[config.mk]
export PLATFORM = sky130hd
export DESIGN_NAME = mem_arbiter
export DESIGN_NICKNAME = d
export VERILOG_FILES = /design/src/rtl/mem_arbiter.sv
export SDC_FILE = /design/constraint.sdc
export NUM_CORES = 1
export LEC_CHECK = 0
export BUFFER_PORTS_ARGS = -buffer_cell sky130_fd_sc_hd__buf_2
export CAP_MARGIN = 30
export CORE_MARGIN = 5
export CORE_UTILIZATION = 48
export CTS_BUF_LIST = sky130_fd_sc_hd__clkbuf_4
export CTS_CLUSTER_DIAMETER = 200
export DETAILED_ROUTE_END_ITERATION = 16
export PLACE_DENSITY = 0.79
export SLEW_MARGIN = 20
export SYNTH_ARGS = -nofsm -noshare
export SYNTH_HDL_FRONTEND = slang
export SYNTH_SLANG_ARGS = --single-unit
[constraint.sdc]
create_clock -name clk -period 1.93 [get_ports clk]
set_input_delay 0 -clock clk [delete_from_list [all_inputs] [get_ports clk]]
set_output_delay 0 -clock clk [all_outputs]
set_load 0.005 [all_outputs]
[src/rtl/mem_arbiter.sv]
// mem_arbiter
// Shares one single-ported, fixed-latency memory between the instruction
// fetch port (I) and the load/store port (D). Only one transaction is in
// flight at a time. Simultaneous requests are granted round-robin. Each
// completed transaction returns a one-cycle ack on its own port.
//
// Ports:
//   clk, rst_n            clock (rising edge) and async active-low reset
//   i_req/i_addr          fetch request, held until i_ack
//   i_ack/i_rdata         fetch completion pulse and fetched word
//   d_req/d_wr/d_addr/d_wdata  load/store request, held until d_ack
//   d_ack/d_rdata         data completion pulse and load result
//   mem_enable/mem_wr/mem_addr/mem_wdata  registered issue to memory
//   mem_rdata/mem_valid   memory read data, LATENCY cycles after issue
//   err                   sticky protocol error flag
module mem_arbiter #(
  parameter int LATENCY = 4,
  parameter int AW      = 16,
  parameter int DW      = 16
) (
  input  logic          clk,
  input  logic          rst_n,
  input  logic          i_req,
  input  logic [AW-1:0] i_addr,
  output logic          i_ack,
  output logic [DW-1:0] i_rdata,
  input  logic          d_req,
  input  logic          d_wr,
  input  logic [AW-1:0] d_addr,
  input  logic [DW-1:0] d_wdata,
  output logic          d_ack,
  output logic [DW-1:0] d_rdata,
  output logic          mem_enable,
  output logic          mem_wr,
  output logic [AW-1:0] mem_addr,
  output logic [DW-1:0] mem_wdata,
  input  logic [DW-1:0] mem_rdata,
  input  logic          mem_valid,
  output logic          err
);

  typedef enum logic [1:0] {
    IDLE,
    ISSUE,
    WAIT,
    DONE
  } arbState;

  // Counter only has to hold LATENCY-1 (LATENCY >= 2).
  localparam int            CW       = $clog2(LATENCY);
  localparam logic [CW-1:0] CNT_LOAD = CW'(LATENCY - 1);

  arbState       state;
  arbState       nextState;
  logic [CW-1:0] counter;
  logic          lastGrantD;   // 1 = last grant went to D
  logic          ownerD;       // owner of the current transaction
  logic          latWr;        // current transaction is a store
  logic          postReset;    // no grant since reset: stale read data may still arrive
  logic          grantAny;
  logic          grantD;
  logic          captureCycle;

  // NOTE: every signal written here gets a default before the case, so no
  // path leaves it unassigned and no latch is inferred.
  always_comb begin
    grantAny     = i_req | d_req;
    // On a tie the port that did not win last time goes next.
    grantD       = d_req & (~i_req | ~lastGrantD);
    captureCycle = (state == WAIT) && (counter == '0);
    nextState    = state;
    case (state)
      IDLE:    if (grantAny) nextState = ISSUE;
      ISSUE:   nextState = WAIT;
      WAIT:    if (captureCycle) nextState = DONE;
      DONE:    nextState = IDLE;
      default: nextState = IDLE;
    endcase
  end

  // NOTE: sequential state uses non-blocking assignments so every register
  // samples the pre-edge values, independent of statement order.
  always_ff @(posedge clk or negedge rst_n) begin
    if (!rst_n) state <= IDLE;
    else        state <= nextState;
  end

  // Acks decode straight from the registered state, so they are glitch-free
  // one-cycle pulses and can never both be high.
  assign i_ack = (state == DONE) & ~ownerD;
  assign d_ack = (state == DONE) &  ownerD;

  // NOTE: every datapath register, including read-data holding registers, is
  // reset so that all outputs are 0 while rst_n is low.
  always_ff @(posedge clk or negedge rst_n) begin
    if (!rst_n) begin
      counter    <= '0;
      lastGrantD <= 1'b0;
      ownerD     <= 1'b0;
      latWr      <= 1'b0;
      postReset  <= 1'b1;
      mem_enable <= 1'b0;
      mem_wr     <= 1'b0;
      mem_addr   <= '0;
      mem_wdata  <= '0;
      i_rdata    <= '0;
      d_rdata    <= '0;
      err        <= 1'b0;
    end else begin
      mem_enable <= 1'b0;
      mem_wr     <= 1'b0;

      // The grant edge loads the memory-side registers directly, so they
      // are valid throughout the ISSUE cycle and hold their value afterwards.
      if (state == IDLE && grantAny) begin
        ownerD     <= grantD;
        lastGrantD <= grantD;
        latWr      <= grantD & d_wr;
        postReset  <= 1'b0;
        mem_enable <= 1'b1;
        mem_wr     <= grantD & d_wr;
        mem_addr   <= grantD ? d_addr : i_addr;
        if (grantD) mem_wdata <= d_wdata;
      end

      if (state == ISSUE) counter <= CNT_LOAD;
      else if (state == WAIT && counter != '0) counter <= counter - 1'b1;

      if (captureCycle && !latWr) begin
        if (ownerD) d_rdata <= mem_rdata;
        else        i_rdata <= mem_rdata;
        if (!mem_valid) err <= 1'b1;
      end

      // Read data outside the capture slot is an error, except for the late
      // response of a transaction that a reset aborted.
      if (mem_valid && !captureCycle && !(postReset && state == IDLE)) err <= 1'b1;
    end
  end

endmodule
==> results of run 1 <==
==> area by class of cell <==
| class | count | share of cell area (%) |
|---|---|---|
| Inverter | 6 | 0.5619 |
| Timing Repair Buffer | 210 | 30.45 |
| Clock inverter | 7 | 0.9901 |
| Tap cell | 77 | 2.060 |
| Clock buffer | 9 | 1.445 |
| Multi-Input combinational cell | 145 | 24.86 |
| Sequential cell | 74 | 39.63 |
==> stage by stage <==
| step | setup slack (ps) | instance area (µm²) |
|---|---|---|
| final | 147.9 | 4676 |
| after global routing | 7.089 | 4676 |
| after CTS | 19.53 | 4658 |
| after detailed placement | 48.82 | 3874 |
| after global placement | 141.9 | 3874 |
| after floorplan | 194.2 | 3087 |
==> cell usage in the layout (no fill, tap or decap), types with 2 or more instances in the layout <==
cell             n
buf_4            3
clkinvlp_4       3
buf_2          138
nand2_1         20
clkbuf_4         9
dlygate4sd3_1   67
clkinv_4         2
buf_12           2
ha_1             6
mux2_2          40
a21oi_1         33
inv_1            5
nor2_1          16
nand2b_1         2
clkinv_2         2
dfrtp_1         73
and2_1           2
mux2_4           9
==> worst reg2reg max path: cells and delay by family, from the launching register on <==
family                     cells  cell delay (ps)
and+or+nand+nor                1              200
buffers and inverters          2              470
AOI/OAI and AO/OA              2              280
adders and majority gates      1              280
DFF                            1              450
==> state kept, by name (all words and copies together) (netlist names) <==
name and count:
i_rdata 16, latWr 1, mem_wr 1, mem_enable 1, postReset 1, state 2, ownerD 1, mem_wdata 16
err 1, mem_addr 16, d_rdata 16, counter 2
==> power by group <==
group | leakage (nW) | switching (mW) | internal (mW)
registers | 0.875 | 0.441 | 2.28
clock network | 0.0593 | 0.538 | 0.260
logic | 1.43 | 1.13 | 1.41
==> logic make-up (layout without fill, tap and decap cells) <==
kind of cell | after synthesis | count (layout) | synth area share [%]
DFF | 74 | 74 | 60.03
and+or+nand+nor | 48 | 48 | 7.499
buffers and inverters | 15 | 232 | 2.756
AOI/OAI and AO/OA | 40 | 40 | 7.621
adders and majority gates | 7 | 7 | 2.837
muxes | 49 | 49 | 18.97
xor gates and xnor gates | 1 | 1 | 0.2838
==> repair_timing <==
action	4_1_cts	5_1_grt
hold buffers	67	0
resized for setup	0	4
endpoints found under the hold margin	92	0
setup endpoints to repair	0	31
==> per-layer routing <==
metal  up-vias  track usage (%)
li1       1233                -
met1      1290            27.95
met2       137            36.83
met3        10            5.927
met4         0            7.816
met5         -                0
==> worst paths after layout <==
| path | end | cells past startpoint | slack (ps) | from |
|---|---|---|---|---|
| min reg2reg | err | 1 | 500 | err |
| max reg2reg | mem_addr[6] | 6 | 150 | state[1] |
| min | state[0] | 3 | 110 | d_req |
| max | mem_addr[6] | 6 | 150 | state[1] |
| min in group asynchronous | latWr | 2 | 160 | rst_n |
| max in group asynchronous | d_rdata[4] | 3 | 1090 | rst_n |
==> metrics.yaml, run 1 <==
finalNetCount: 523
slew_headroom_pct: 58.41
synthTopCellsByArea: "dfrtp_1 59%, mux2_2 15%, a21oi_1 5.4%"
die_height_um: 90.19
yosysMostFrequentCell: "dfrtp_1"
drive_above_1_share_pct: 47.67
multi_input_area_um2: 1162
cts.sinks: 74
netlist_instances: 234
critPathKind: "reg2reg"
grt_max_degree: 31
start_util_pct: 48.89
grt-ovfl-total: 0
whs_ps: 109.8
ys_ff_latch: 74
synthTopCellsByCount: "73 x dfrtp_1, 40 x mux2_2, 33 x a21oi_1, 20 x nand2_1, 17 x nor2_1"
hold_path.class: "in2reg"
outcome: "finished clean"
fill_cells: 412
drtIter0Drc: 78
drt-met1-wl_mm: 3.457
detail_route.wl_per_cell_um: 16.70
clock_tree.root_cell: "clkbuf_4"
setup_viol: 0
gp_congestion: 0.7139
crit_path_start_kind: "flip-flop"
routed_via_density: 5.057
vias: 2670
critPathBufInv: 2
endpoint_kind: "flip-flop"
synth_top_area_share_pct: 59.18
die-area_um2: 8134
routed_wl_mm: 8.818
num_rows: 29
synth_ff_type: "dfrtp_1"
rsz0062_at_grt: "no"
power_density_nw_per_um2: 1296
cts_tree: "done"
remaining_drc_errors: 0
ant_nets: 0
drv_slew: 0
async_flop_share_pct: 100.0
dr_wl_met2_mm: 4.527
maxCapViolCount: 0
clk_pin_slew_worst_paths_ps: 120
tightest_slew_ps: 623.8
routed.top_layer: "met4"
dr_wl_met3_um: 739
die_x_um: 90.19
place_inst: 445
clock.fmax_ghz: 0.5611
cts_inserted_buffers: 9
cts_setup_buffers: 0
worstPathArrival_ps: 2070
finClkSkew_ps: 13.39
ys_types: 30
synth_top_cell_by_area: "dfrtp_1"
leakage_nw: 2.363
layout.cells.non_filler: 528
hold_violations: 0
cpPeakStageDelay_ps: 450
clk_latency_ps: 390
synth_edf_count: 0
crit_slowest_cell: "dfrtp_1"
synth_warnings: 0
final_core_util_pct: 74.06
hpwl_mm: 5.201
critical-path-top-delay-family: "buffers and inverters"
synthesis.nets: 311
grt_pass1_wl_mm: 14.68
fin_crit_ps: 1782
ios: 139
seqCellArea_um2: 1853
track_usage_pct: 22.19
final.setup.tns_ps: 0
core-area_um2: 6314
diodes: 0
seq_area_frac_synth_pct: 60.03
worstPathMaxFanout: 17
grt_pass1_vias: 2903
post-route-period-util_pct: 92.34
cts_buffer_depth: 2
crit_chain: "inv_1 > ha_1 > o21ai_1 > clkinvlp_4 > nor2_1 > a21oi_1"
syn_area_um2: 3087
area_delta_synth_final_pct: 51.48
syn_avg_cell_area_um2: 13.19
peakVddDrop_mv: 0.8683
antenna_found_initial: 0
total_power_mw: 6.060
dr.pass1.iters: 4
required_ps: 2210
htree_num_levels: 3
port_buffers: 138
Note: power is estimated with default switching activity, not from simulation.
==> run 2: changes to the inputs <==
Settings changed: CORE_MARGIN 5 to 2, CORE_UTILIZATION 48 to 30, PLACE_DENSITY 0.79 to 0.53.
==> metrics.yaml, run 2 (synthesis gave the netlist of run 1 again) <==
setup_viol: 0  # unchanged
peakVddDrop_mv: 0.5198  # -40%
hold_violations: 0  # unchanged
clk_latency_ps: 410  # +20 ps
core-area_um2: 10140  # +61%
crit_slowest_cell: "dfrtp_1"
start_util_pct: 30.45  # -18 points
required_ps: 2210  # about the same
routed_wl_mm: 7.540  # -14%
die_x_um: 105.4  # +17%
remaining_drc_errors: 0  # unchanged
antenna_found_initial: 0  # unchanged
final.setup.tns_ps: 0  # unchanged
area_delta_synth_final_pct: 55.45
ios: 139  # unchanged
grt-ovfl-total: 0  # unchanged
rsz0062_at_grt: "no"
post-route-period-util_pct: 93.10  # +0.76 points
cts.sinks: 74  # unchanged
dr.pass1.iters: 4  # unchanged
place_ws_ps: 47.68  # -1.140 ps
gp_congestion: 0.7538  # +5.6%
power_density_nw_per_um2: 1310  # +1.1%
drtIter0Drc: 75  # -3.8%
port_buffers: 138  # unchanged
tightest_slew_ps: 558.0  # -65.82 ps
most-common-layout-cells: "137 x buf_2, 73 x dfrtp_1, 67 x dlygate4sd3_1"
layout_setup_ws_ps: 133.2  # -14.62 ps
clk_pin_slew_worst_paths_ps: 130  # about the same
ant_nets: 0  # unchanged
hpwl_mm: 5.060  # -2.7%
die-area_um2: 11120  # +37%
hold_path.class: "in2async"
worstPathArrival_ps: 2080  # about the same
num_rows: 37  # +28%
grt_max_degree: 42  # +35%
crit_chain: "inv_1 > ha_2 > nand2_1 > nor3_4 > buf_12 > mux2_2"
vias: 2561  # -4.1%
cts_buffer_depth: 2  # unchanged
critPathBufInv: 2  # unchanged
maxCapViolCount: 0  # unchanged
cts_inserted_buffers: 9  # unchanged
whs_ps: 69.28  # -40.53 ps
slew_headroom_pct: 62.80  # +4.4 points
diodes: 0  # unchanged
total_power_mw: 6.287  # +3.8%
outcome: "finished clean"
htree_num_levels: 3  # unchanged
clock.fmax_ghz: 0.5566  # -0.81%
clock_tree.root_cell: "clkbuf_4"
track_usage_pct: 14.24  # -7.9 points
drv_slew: 0  # unchanged
cpPeakStageDelay_ps: 440  # about the same
fin_crit_ps: 1797  # +14.62 ps
final_area_um2: 4798  # +2.6%
grt_pass1_wl_mm: 12.71  # -13%
leakage_nw: 2.400  # +1.6%
r2r_slack_ps: 130  # about the same
detail_route.wl_per_cell_um: 12.84  # -23%
routed_via_density: 4.363  # -14%
dpl_cell_area_um2: 3950  # +2.0%
endpoint_kind: "flip-flop"
critPathKind: "reg2reg"
crit_path_start_kind: "flip-flop"
finalNetCount: 523  # unchanged
drive_above_1_share_pct: 47.45  # -0.22 points
worstPathMaxFanout: 16  # -1
cts_tree: "done"
final_common_cell: "buf_2"
critical-path-top-delay-family: "flip-flops"
die_height_um: 105.4  # +17%
grt_pass1_vias: 2745  # -5.4%
finClkSkew_ps: 22.59  # +9.197 ps
[run 2: area by class of cell]
cell class | instances | area (µm²)
inverters | 6 | 22.52
fillers | 913 | 5340
clock inverters | 7 | 98.84
multi-input cells | 145 | 1160
clock buffers | 9 | 67.56
repair buffers | 210 | 1426
flip-flops and latches | 74 | 1853
well taps | 136 | 170.2
[run 2: worst paths after layout]
| kind | from | to | cells past startpoint |
|---|---|---|---|
| setup / recovery | state[0] | i_rdata[1] | 6 |
| hold / removal | rst_n | mem_addr[5] | 2 |
| setup reg to reg | state[0] | i_rdata[1] | 6 |
| hold reg to reg | counter[1] | counter[1] | 1 |
| max in group asynchronous | rst_n | postReset | 3 |
| min in group clk | d_req | state[0] | 3 |
[run 2: power by group]
| part | switching [mW] | internal (mW) | total (mW) |
|---|---|---|---|
| logic | 1.08 | 1.42 | 2.50 |
| registers | 0.403 | 2.28 | 2.68 |
| clock network | 0.573 | 0.537 | 1.11 |
| total | 2.06 | 4.23 | 6.29 |
[run 2: repair_timing]
action,in CTS,in global routing
endpoints found under the setup margin,4,17
hold buffers,67,0
gates resized for setup,1,2
hold endpoints to repair,140,0
setup buffers,0,0
cloned,0,0
[run 2: layer usage]
metal  vias up  global-route usage, %  part of all wire (%)
li1       1229                      -                     -
met1      1231                  17.15                    42
met2        93                  24.42                    50
met3         8                  3.896                   6.2
met4         0                  4.952                   1.1
met5         -                      0                     0
[run 2: metrics by stage]
stage | cells | utilization, %
2_1_floorplan | 234 | -
4_1_cts | 587 | 47.30
6_report | 587 | 47.33
5_1_grt | 587 | 47.33
3_5_place_dp | 504 | 38.96
3_3_place_gp | 504 | 38.96
==> run 3: changes to the inputs <==
Settings changed: CELL_PAD_IN_SITES_DETAIL_PLACEMENT set to 0, CELL_PAD_IN_SITES_GLOBAL_PLACEMENT set to 2, PLACE_DENSITY 0.53 to 0.8.
==> metrics.yaml, run 3 (synthesis gave the netlist of run 1 again) <==
maxCapViolCount: 0  # unchanged
final_common_cell: "buf_2"
hold_violations: 0  # unchanged
clock.fmax_ghz: 0.5694  # +2.3%
start_util_pct: 30.45  # unchanged
grt_pass1_wl_mm: 12.70  # about the same
dr.pass1.iters: 4  # unchanged
crit_path_start_kind: "flip-flop"
final.setup.tns_ps: 0  # unchanged
startpoint: "state[0]"
routed_via_density: 4.366  # about the same
diodes: 0  # unchanged
hold_path.class: "in2async"
tightest_slew_ps: 535.4  # -22.59 ps
slew_headroom_pct: 64.30  # +1.5 points
cts_buffer_depth: 2  # unchanged
grt-ovfl-total: 0  # unchanged
ios: 139  # unchanged
cts_setup_buffers: 0  # unchanged
track_usage_pct: 14.42  # +0.18 points
clk_pin_slew_worst_paths_ps: 140  # about the same
most-common-layout-cells: "137 x buf_2, 73 x dfrtp_1, 67 x dlygate4sd3_1"
die-area_um2: 11120  # unchanged
fin_crit_ps: 1756  # -40.37 ps
layout.cells.non_filler: 588  # +0.17%
grt_pass1_vias: 2612  # -4.8%
hpwl_mm: 5.105  # +0.90%
required_ps: 2220  # about the same
clk_latency_ps: 420  # about the same
worstPathMaxFanout: 16  # unchanged
htree_num_levels: 3  # unchanged
gp_congestion: 0.7622  # +1.1%
post-route-period-util_pct: 91.00  # -2.1 points
outcome: "finished clean"
drtIter0Drc: 61  # -19%
leakage_nw: 2.402  # about the same
clock_tree.root_cell: "clkbuf_4"
drv_slew: 0  # unchanged
finalNetCount: 524  # +0.19%
ant_nets: 0  # unchanged
cts.sinks: 74  # unchanged
critPathKind: "reg2reg"
power_density_nw_per_um2: 1313  # +0.22%
antenna_found_initial: 0  # unchanged
grt_max_degree: 47  # +12%
area_delta_synth_final_pct: 55.74
drive_above_1_share_pct: 47.57  # +0.12 points
die_x_um: 105.4  # unchanged
endpoint_kind: "flip-flop"
routed_wl_mm: 7.812  # +3.6%
critPathBufInv: 2  # unchanged
cpPeakStageDelay_ps: 430  # about the same
rsz0062_at_grt: "no"
cts_tree: "done"
port_buffers: 138  # unchanged
vias: 2567  # +0.23%
num_rows: 37  # unchanged
worstPathArrival_ps: 2050  # -30 ps
crit_chain: "inv_1 > ha_2 > nand2_1 > nor3_4 > buf_12 > mux2_2"
cts_inserted_buffers: 9  # unchanged
remaining_drc_errors: 0  # unchanged
place_inst: 505  # +0.20%
peakVddDrop_mv: 0.4995  # -3.9%
detail_route.wl_per_cell_um: 13.29  # +3.4%
crit_slowest_cell: "dfrtp_1"
reg2reg_from: "state[0]"
die_height_um: 105.4  # unchanged
finClkSkew_ps: 24.62  # +2.027 ps
setup_viol: 0  # unchanged
core-area_um2: 10140  # unchanged
critical-path-top-delay-family: "flip-flops"
[run 3: layout make-up]
cell class	count	area (µm²)
fill	928	5331
sequential	74	1853
timing repair buffer	211	1434
multi-input combinational	145	1160
tap	136	170.2
clock inverter	7	100.1
clock buffer	9	67.56
inverter	6	22.52
[run 3: what timing repair did]
action / CTS / global route
hold buffers: 67 / 0
endpoints found under the hold margin: 141 / 0
gates resized for setup: 1 / 1
setup endpoints to repair: 8 / 16
pin swaps: 0 / 0
[run 3: worst reg2reg max path: cells and delay by family, from the launching register on]
kind,cells,cell delay [ps]
adder cells (fa/ha/maj),1,260
buffers and inverters,2,320
flip-flops,1,430
multiplexers,1,340
AND/OR/NAND/NOR,2,300
[run 3: per-stage QoR]
| step | worst slack, ps | hold WS, ps | cell area [µm²] | util (%) | power (mW) |
|---|---|---|---|---|---|
| 2_1_floorplan | 194.2 | -295.6 | 3087 | - | 4.049 |
| 3_3_place_gp | 116.4 | -36.30 | 3958 | 39.03 | 5.065 |
| 3_5_place_dp | 5.517 | -40.78 | 3958 | 39.03 | 5.130 |
| 4_1_cts | 109.3 | 29.20 | 4805 | 47.39 | 6.393 |
| 5_1_grt | 37.21 | 50.42 | 4807 | 47.41 | 6.803 |
| 6_report | 173.6 | 38.30 | 4807 | 47.41 | 6.313 |
[run 3: worst paths after layout]
| check | to | slack (ps) | depth (start not counted) |
|---|---|---|---|
| max | i_rdata[3] | 170 | 6 |
| min | mem_wr | 40 | 2 |
| max reg2reg | i_rdata[3] | 170 | 6 |
| min reg2reg | postReset | 500 | 1 |
| max in group asynchronous | d_rdata[10] | 1310 | 3 |
| min in group clk | state[0] | 110 | 3 |
[run 3: routing by layer]
metal | global-route usage (%) | vias up | wire (µm) | share of wire, %
li1 | - | 1236 | - | -
met1 | 18.61 | 1222 | 3496 | 45
met2 | 22.95 | 95 | 3689 | 47
met3 | 3.649 | 14 | 481 | 6.2
met4 | 6.190 | 0 | 145 | 1.9
met5 | 0 | - | 0 | 0
[run 3: power breakdown]
part           leakage (nW)  switching (mW)  internal (mW)
sequential            0.875           0.412           2.28
combinational          1.44            1.08           1.43
clock                0.0909           0.582          0.537
total                  2.40            2.07           4.24
